`src/rtl/go_conditioner_pkg.sv`:
```
// rtl/go_conditioner_pkg.sv - shared state encodings and operand index constants
package go_conditioner_pkg;

  typedef enum logic [1:0] {
    ST_IDLE         = 2'd0,
    ST_PRESS_WAIT   = 2'd1,
    ST_HELD         = 2'd2,
    ST_RELEASE_WAIT = 2'd3
  } go_state_e;

  // Operand slots, shared with the downstream control FSM
  localparam logic [1:0] OP_A = 2'd0;
  localparam logic [1:0] OP_B = 2'd1;
  localparam logic [1:0] OP_C = 2'd2;
  localparam logic [1:0] OP_X = 2'd3;

  function automatic logic [1:0] next_operand(input logic [1:0] idx);
    return (idx == OP_X) ? OP_A : idx + 2'd1;
  endfunction

endpackage

```
`src/rtl/go_conditioner_if.sv`:
```
// rtl/go_conditioner_if.sv - push-button/switch inputs and conditioned GO/operand outputs
interface go_conditioner_if #(
  parameter int DATA_W = 8
);
  logic              key_n;
  logic [DATA_W-1:0] sw_in;
  logic              go_out;
  logic              go_rise;
  logic              go_fall;
  logic [DATA_W-1:0] data_out;
  logic [1:0]        operand_idx;
  logic              set_done;

  modport master (
    input  key_n, sw_in,
    output go_out, go_rise, go_fall, data_out, operand_idx, set_done
  );

  modport slave (
    output key_n, sw_in,
    input  go_out, go_rise, go_fall, data_out, operand_idx, set_done
  );
endinterface

```
`src/rtl/go_conditioner_sync_chain.sv`:
```
// rtl/go_conditioner_sync_chain.sv - parameterised flop chain for an asynchronous level
module go_conditioner_sync_chain #(
  parameter int   STAGES    = 2,
  parameter logic RESET_VAL = 1'b0
) (
  input  logic clk,
  input  logic reset,
  input  logic d,
  output logic q
);

  logic [STAGES-1:0] chain;

  always_ff @(posedge clk) begin
    if (reset) begin
      chain <= {STAGES{RESET_VAL}};
    end else begin
      chain <= {chain[STAGES-2:0], d};
    end
  end

  assign q = chain[STAGES-1];

endmodule

```
`src/rtl/go_conditioner.sv`:
```
// rtl/go_conditioner.sv - debounced GO button, frozen operand capture and operand index tracking
module go_conditioner
  import go_conditioner_pkg::*;
#(
  parameter int DEBOUNCE_CYCLES = 500000,
  parameter int SYNC_STAGES     = 2,
  parameter int DATA_W          = 8
) (
  input  logic clk,
  input  logic reset,
  go_conditioner_if.master bus
);

  localparam int CNT_W = $clog2(DEBOUNCE_CYCLES + 1);
  localparam logic [CNT_W-1:0] CNT_LAST = CNT_W'(DEBOUNCE_CYCLES - 1);

  go_state_e         state;
  logic [CNT_W-1:0]  cnt;
  logic              key_s;
  logic [DATA_W-1:0] sw_r;
  logic [DATA_W-1:0] data_q;
  logic              go_q;
  logic              rise_q;
  logic              fall_q;
  logic [1:0]        idx_q;
  logic              done_q;

  // Synchroniser resets to "released" so a held key is re-qualified after reset
  go_conditioner_sync_chain #(
    .STAGES    (SYNC_STAGES),
    .RESET_VAL (1'b0)
  ) u_key_sync (
    .clk   (clk),
    .reset (reset),
    .d     (~bus.key_n),
    .q     (key_s)
  );

  always_ff @(posedge clk) begin
    if (reset) begin
      state  <= ST_IDLE;
      cnt    <= '0;
      sw_r   <= '0;
      data_q <= '0;
      go_q   <= 1'b0;
      rise_q <= 1'b0;
      fall_q <= 1'b0;
      idx_q  <= OP_A;
      done_q <= 1'b0;
    end else begin
      sw_r   <= bus.sw_in;
      rise_q <= 1'b0;
      fall_q <= 1'b0;
      done_q <= 1'b0;
      if (state == ST_IDLE) begin
        data_q <= sw_r;
      end
      case (state)
        ST_IDLE: begin
          if (key_s) begin
            state <= ST_PRESS_WAIT;
            cnt   <= '0;
          end
        end
        ST_PRESS_WAIT: begin
          if (!key_s) begin
            state <= ST_IDLE;
          end else if (cnt == CNT_LAST) begin
            state  <= ST_HELD;
            go_q   <= 1'b1;
            rise_q <= 1'b1;
          end else begin
            cnt <= cnt + CNT_W'(1);
          end
        end
        ST_HELD: begin
          if (!key_s) begin
            state <= ST_RELEASE_WAIT;
            cnt   <= '0;
          end
        end
        ST_RELEASE_WAIT: begin
          if (key_s) begin
            state <= ST_HELD;
          end else if (cnt == CNT_LAST) begin
            // Accepted release: this is the edge the operand index advances on
            state  <= ST_IDLE;
            go_q   <= 1'b0;
            fall_q <= 1'b1;
            idx_q  <= next_operand(idx_q);
            done_q <= (idx_q == OP_X);
          end else begin
            cnt <= cnt + CNT_W'(1);
          end
        end
        default: state <= ST_IDLE;
      endcase
    end
  end

  assign bus.go_out      = go_q;
  assign bus.go_rise     = rise_q;
  assign bus.go_fall     = fall_q;
  assign bus.data_out    = data_q;
  assign bus.operand_idx = idx_q;
  assign bus.set_done    = done_q;

endmodule
```
`src/flat_wrapper.sv`:
```
// flat-port wrapper written by rule: the top's interface ports become plain ports
module go_conditioner_flat import go_conditioner_pkg::*;
#(
  parameter int DEBOUNCE_CYCLES = 500000,
  parameter int SYNC_STAGES     = 2,
  parameter int DATA_W          = 8
)
  (clk, reset, bus_key_n, bus_sw_in, bus_go_out, bus_go_rise, bus_go_fall, bus_data_out, bus_operand_idx, bus_set_done);
  go_conditioner_if #(.DATA_W(DATA_W)) bus_i ();
  input  logic clk;
  input  logic reset;
  input wire logic [$bits(bus_i.key_n)-1:0] bus_key_n;
  input wire logic [$bits(bus_i.sw_in)-1:0] bus_sw_in;
  output wire logic [$bits(bus_i.go_out)-1:0] bus_go_out;
  output wire logic [$bits(bus_i.go_rise)-1:0] bus_go_rise;
  output wire logic [$bits(bus_i.go_fall)-1:0] bus_go_fall;
  output wire logic [$bits(bus_i.data_out)-1:0] bus_data_out;
  output wire logic [$bits(bus_i.operand_idx)-1:0] bus_operand_idx;
  output wire logic [$bits(bus_i.set_done)-1:0] bus_set_done;
  assign bus_i.key_n = bus_key_n;
  assign bus_i.sw_in = bus_sw_in;
  assign bus_go_out = bus_i.go_out;
  assign bus_go_rise = bus_i.go_rise;
  assign bus_go_fall = bus_i.go_fall;
  assign bus_data_out = bus_i.data_out;
  assign bus_operand_idx = bus_i.operand_idx;
  assign bus_set_done = bus_i.set_done;
  go_conditioner #(.DEBOUNCE_CYCLES(DEBOUNCE_CYCLES), .SYNC_STAGES(SYNC_STAGES), .DATA_W(DATA_W)) u_core (.clk(clk), .reset(reset), .bus(bus_i));
endmodule
```
`config.mk`:
```
export PLATFORM = sky130hd
export DESIGN_NAME = go_conditioner_flat
export DESIGN_NICKNAME = d
export VERILOG_FILES = /design/src/rtl/go_conditioner_pkg.sv /design/src/rtl/go_conditioner_if.sv /design/src/rtl/go_conditioner_sync_chain.sv /design/src/rtl/go_conditioner.sv /design/src/flat_wrapper.sv
export SDC_FILE = /design/constraint.sdc
export NUM_CORES = 1
export LEC_CHECK = 0
export CORE_ASPECT_RATIO = 1.4
export CORE_MARGIN = 2
export CORE_UTILIZATION = 50
export DETAILED_ROUTE_END_ITERATION = 10
export PLACE_DENSITY = 0.73
export SLEW_MARGIN = 20
export SYNTH_ARGS = -nofsm -noshare
export SYNTH_HDL_FRONTEND = slang
export SYNTH_HIERARCHICAL = 1
export SYNTH_SLANG_ARGS = --single-unit
```
`constraint.sdc`:
```
create_clock -name clk -period 2.6 [get_ports clk]
set_input_delay 0.52 -clock clk [delete_from_list [all_inputs] [get_ports clk]]
set_output_delay 0.52 -clock clk [all_outputs]
set_load 0.1 [all_outputs]
```
; After elaboration in Yosys (flattened, before gate mapping)
; Index checks and enable logic that the tools add are counted.
[word_totals]
ff_bits = 45
input_bits = 11
out_inout_bits = 14
wordCells = 59
[classes]
n_addsub = 2
n_eq_ne = 13
mux = 20
n_bitwise = 5
reduce_logical = 9
[op_table]
columns = operator, n
row1 = 2-to-1 mux 19 bit, 5
row2 = case mux 19 bit (4 select lines), 1
row3 = adder 19 x 1 -> 19 bit (second input constant), 1
row4 = equality test 19 bit (second input constant), 1
row5 = 2-to-1 mux 2 bit, 7
row6 = inequality test 2 bit (second input constant), 4
row7 = case mux 2 bit (4 select lines), 1
row8 = AND reduction 4 bit, 2
row9 = equality test 2 bit (second input constant), 3
row10 = inequality test 3 x 2 -> 1 bit (second input constant), 2
row11 = OR reduction 3 bit, 2
row12 = 2-to-1 mux 1 bit, 5
row13 = inverter 1 bit, 5
row14 = AND reduction 5 bit, 1
row15 = inequality test 2 x 1 -> 1 bit (second input constant), 2
row16 = OR reduction 4 bit, 1
row17 = AND reduction 3 bit, 1
row18 = adder 2 x 1 -> 2 bit (second input constant), 1
row19 = equality test 2 x 1 -> 1 bit (second input constant), 1
row20 = logical NOT 2 bit, 1
row21 = case mux 1 bit (2 select lines), 1
row22 = nonzero test 2 bit, 1

; Longest topological paths before layout
[depth]
depth_word = 4
depth_mapped = 7
depth_no_buf = 6

; Modules after synthesis
; The synthesis kept the hierarchy.
[by_module_without_submodules]
columns = mod, instances, cells_each, area_each_um2, seq_area_each_um2
row1 = go_conditioner, 1, 212, 1800.5, 860.8
row2 = go_conditioner_sync_chain, 1, 4, 52.6, 40.0

; Least setup slack after synthesis
; No wires, ideal clock.
[synth_timing]
path_kind = reg-to-reg
startpoint = register u_core.cnt[6]
endpoint = register u_core.cnt[3]
setup_time_ns = 0.134
t_arrival_ns = 1.556
t_required_ns = 2.466
setup_slack_ns = 0.910
path_stages_with_launch = 5
path_buffers = 0
period_less_slack_ns = 1.690
path_cell_list = dfxtp_1 > or4b_2 > o21ai_0 > or3_1 > a21oi_1
[synth_between]
elab_chain_cells = 4
word_cells_on_any_way = 5
cone_classes = eq/ne (1) / mux (4)
[synth_rtl]
columns = element, line
row1 = from (decl), go_conditioner.sv:18  ; logic [CNT_W-1:0] cnt;
row2 = from (signal assigned), go_conditioner.sv:73  ; cnt <= cnt + CNT_W'(1);
row3 = from (signal assigned), go_conditioner.sv:93  ; cnt <= cnt + CNT_W'(1);
row4 = equality test 19 bit *, "go_conditioner.sv:68, go_conditioner.sv:85"
row5 = 2-to-1 mux 19 bit *, n/a
row6 = "2-to-1 mux 19 bit, on equally long branches", n/a
row7 = case mux 19 bit (4 select lines) *, n/a
; Every way passes the cells marked *; elsewhere a longest branch is shown, timed or not. The select of a mux whose other input is x is not followed.
; A chain may end at the register's enable or synchronous reset.

; Final worst setup path
[layout_timing]
startpoint = register u_core.state[0]
endpoint = register u_core.cnt[3]
[layout_between]
elab_chain_cells = 3
word_cells_on_any_way = 10
cone_classes = eq/ne (7) / mux (1) / reduce/logical (2)
[layout_rtl]
columns = element, line
row1 = from (decl), go_conditioner.sv:17  ; go_state_e state;
row2 = from (signal assigned), go_conditioner.sv:41  ; state <= ST_IDLE;
row3 = from (signal assigned), go_conditioner.sv:61  ; state <= ST_PRESS_WAIT;
row4 = from (signal assigned), go_conditioner.sv:67  ; state <= ST_IDLE;
row5 = equality test 2 bit (tied with other cells), go_conditioner.sv:58  ; case (state)
row6 = inequality test 2 bit (no line), n/a
row7 = AND reduction 4 bit (no line), n/a
; Parallel ways exist; a longest one is shown, timed or not.

==> summary.md <==
| Metric | Value |
|---|---|
| Status | `completed` |
| Post-route cell area | `0.00218 mm²` |
| DR vias/cell | `5.63` |
| Ports | `25` |
| CTS root buf | `clkbuf_8` |
| Grt ovf | `0` |
| Die H | `76.0 µm` |
| Worst EP required | `2.75 ns` |
| RSZ-0062 raised after global routing | `no` |
| Worst slew pin tran | `0.669 ns` |
| DRT antenna net count | `0` |
| TritonCTS Sinks | `45` |
| Crit path launch type | `register` |
| Worst hold path class | `register to register` |
| Clock Path Buffers | `2` |
| Worst Skew | `0.00838 ns` |
| H-tree Lvls | `2` |
| Total wire length | `3770 µm` |
| Layout cells sized above 1 | `0.112` |
| IO Port Bufs | `24` |
| Vias | `1594` |
| CTS Buf Count | `5` |
| Worst-Skew Late Latency | `0.30 ns` |
| Post-Syn Nets | `229` |
| Peak VDD IR | `0.478 mV` |
| Fmax | `463 MHz` |
| HPWL Detailed | `2740 µm` |
| Setup TNS | `0 ns` |
| Leakage | `0.000788 µW` |
| Switching portion of total power | `0.267` |
| Synthesis-to-finish area growth | `17.8%` |
| Drt wl/cell | `13.3 µm` |
| Critical Path AT | `2.31 ns` |
| Antenna violations before repair | `0` |
| Starting Density | `0.513` |
| Detailed-route DRC error count | `0` |
| Worst Setup Path Type | `register to register` |
| Cells after synthesis | `216` |
| Area occupied by multi-input gates | `890 µm²` |
| Slew HR | `0.550` |
| Total GRT Usage | `0.197` |
| Min-Delay Startpoint | `u_core/sw_r[2]$_SDFF_PP0_` |
| Int Pwr | `937 µW` |
| Final min period | `2.16 ns` |
| Async SR Flop Fraction | `0` |
| Final hold vios | `0` |
| Synth Cell Area | `0.00185 mm²` |
| Max cap viols | `0` |
| Pwr/cell area | `586 mW/mm²` |
| Die width | `55.5 µm` |
| Yosys cell types | `40` |
| Clock power frac | `0.350` |
| Post_cts resized | `0` |
| Worst-path clk slew | `0.09 ns` |
| Initial DRC Count | `61` |
| Final period utilization | `0.830` |
| Commonest non-fill, non-tap cell in the layout | `dfxtp_1` |
| Number of synthesized flops with an enable pin | `0` |
| Postcts setup bufs | `0` |
| ANT cells | `0` |
| CTS tree | `yes` |
| Largest net degree at the start of global routing | `27` |
| Combinational share of power | `0.091` |
| Global placement routability congestion | `0.943` |
| Endpoints failing setup | `0` |
| Synth warn | `6` |
| Num rows | `26` |
| CP endpoint kind | `register` |
| Fill count | `324` |
| Fin. max-slew vios | `0` |
| Die area | `0.00422 mm²` |
| #FFs+latches synth | `45` |
| Post-Syn Area per Cell | `8.58 µm²` |
| Flop pwr share | `0.559` |
| # nets final | `253` |
| Vias in the first global route | `1600` |
| Psw | `341 µW` |
| Peak fanout along the critical path | `16` |
| Seq/Total Area, Yosys | `0.486` |
| Ys flop type | `dfxtp_1` |
| Post-placement cell area | `0.00209 mm²` |
| DR pass1 iterations | `4` |
| Commonest cells after routing, fill and taps aside | `dfxtp_1, a21oi_1, o21ai_0, nand2_1` |
| Register area | `901 µm²` |
| Setup crit start | `u_core/state[0]$_SDFFE_PP0P_` |
| RR Startpoint | `u_core/state[0]$_SDFFE_PP0P_` |
| Placeable Area | `0.00361 mm²` |
| CTS Hold Buffers Added | `0` |
| First-pass GRT wire length | `6650 µm` |
==> final timing paths <==
check                           slack (ns)  depth (start not counted)                             endpoint
worst max-delay path                  0.44                          4           u_core/cnt[3]$_SDFFE_PP0P_
worst min-delay path                  0.44                          2  u_core/bus.data_out[2]$_SDFFE_PP0N_
worst max register to register        0.44                          4           u_core/cnt[3]$_SDFFE_PP0P_
worst min register to register        0.44                          2  u_core/bus.data_out[2]$_SDFFE_PP0N_
==> critical path, stage by stage (launching register included) <==
cell,delay (ns)
dfxtp_1,0.61
or4b_2,0.69
o21ai_0,0.47
or3_1,0.19
a21oi_1,0.06
==> through the flow <==
step | hold WS, ns | power, µW | setup slack, ns | util | instances
floorplan | 0.414 | 811 | 0.910 | - | 216
global placement | 0.416 | 847 | 0.588 | 0.579 | 275
detailed placement | 0.428 | 848 | 0.496 | 0.579 | 275
CTS | 0.440 | 1290 | 0.467 | 0.605 | 283
global route | 0.456 | 1320 | 0.142 | 0.605 | 283
finish | 0.435 | 1280 | 0.442 | 0.605 | 283
==> power groups by stage <==
stage	Clock (µW)	Combinational [µW]	Sequential [µW]
after global placement	0	116	731
final	447	117	714
after CTS	459	118	715
after floorplan	0	32.7	778
after global routing	481	126	717
after detailed placement	0	117	731
==> registers in the layout, indices dropped and copies added, names as in the netlist, 2 cells and up, named ones only <==
name and flops:
u_core/cnt 19, u_core/bus.data_out 8, u_core/sw_r 8, u_core/bus.operand_idx 2
u_core/u_key_sync/chain 2
==> cell usage after synthesis (all sizes together), types with 2 or more instances <==
cell / instances / area (µm²)
nand4: 7 / 43.8
clkbuf: 8 / 32.5
nand3: 6 / 30.0
ha: 2 / 25.0
mux2i: 2 / 20.0
xnor2: 7 / 61.3
nor2b: 12 / 75.1
nor4: 3 / 18.8
o21ai: 21 / 105
inv: 7 / 26.3
or3: 7 / 43.8
a21oi: 24 / 120
dfxtp: 45 / 901
nand2: 20 / 75.1
nor2: 16 / 60.1
nor3: 6 / 30.0
==> area by class of cell <==
type / instances / area share
inverters: 7 / 0.0120
clock buffers: 5 / 0.0315
repair buffers: 26 / 0.101
multi-input cells: 155 / 0.407
well taps: 42 / 0.0241
flip-flops and latches: 45 / 0.413
clock inverters: 3 / 0.0115
==> per-layer routing <==
metal  track usage  part of all wire  vias up
met5             0                 0        -
met4         0.110             0.016        0
met3        0.0357             0.029        5
met2         0.360              0.55       34
met1         0.206              0.41      748
li1              -                 -      807
==> logic make-up after synthesis <==
logic type | after synthesis | share of synthesized area
adders and majority gates | 2 | 0.0135
DFF | 45 | 0.486
muxes | 2 | 0.0108
xor gates and xnor gates | 8 | 0.0378
AOI/OAI and AO/OA | 51 | 0.147
buffers and inverters | 16 | 0.0338
and+or+nand+nor | 92 | 0.271
(Power assumes the default switching activity.)
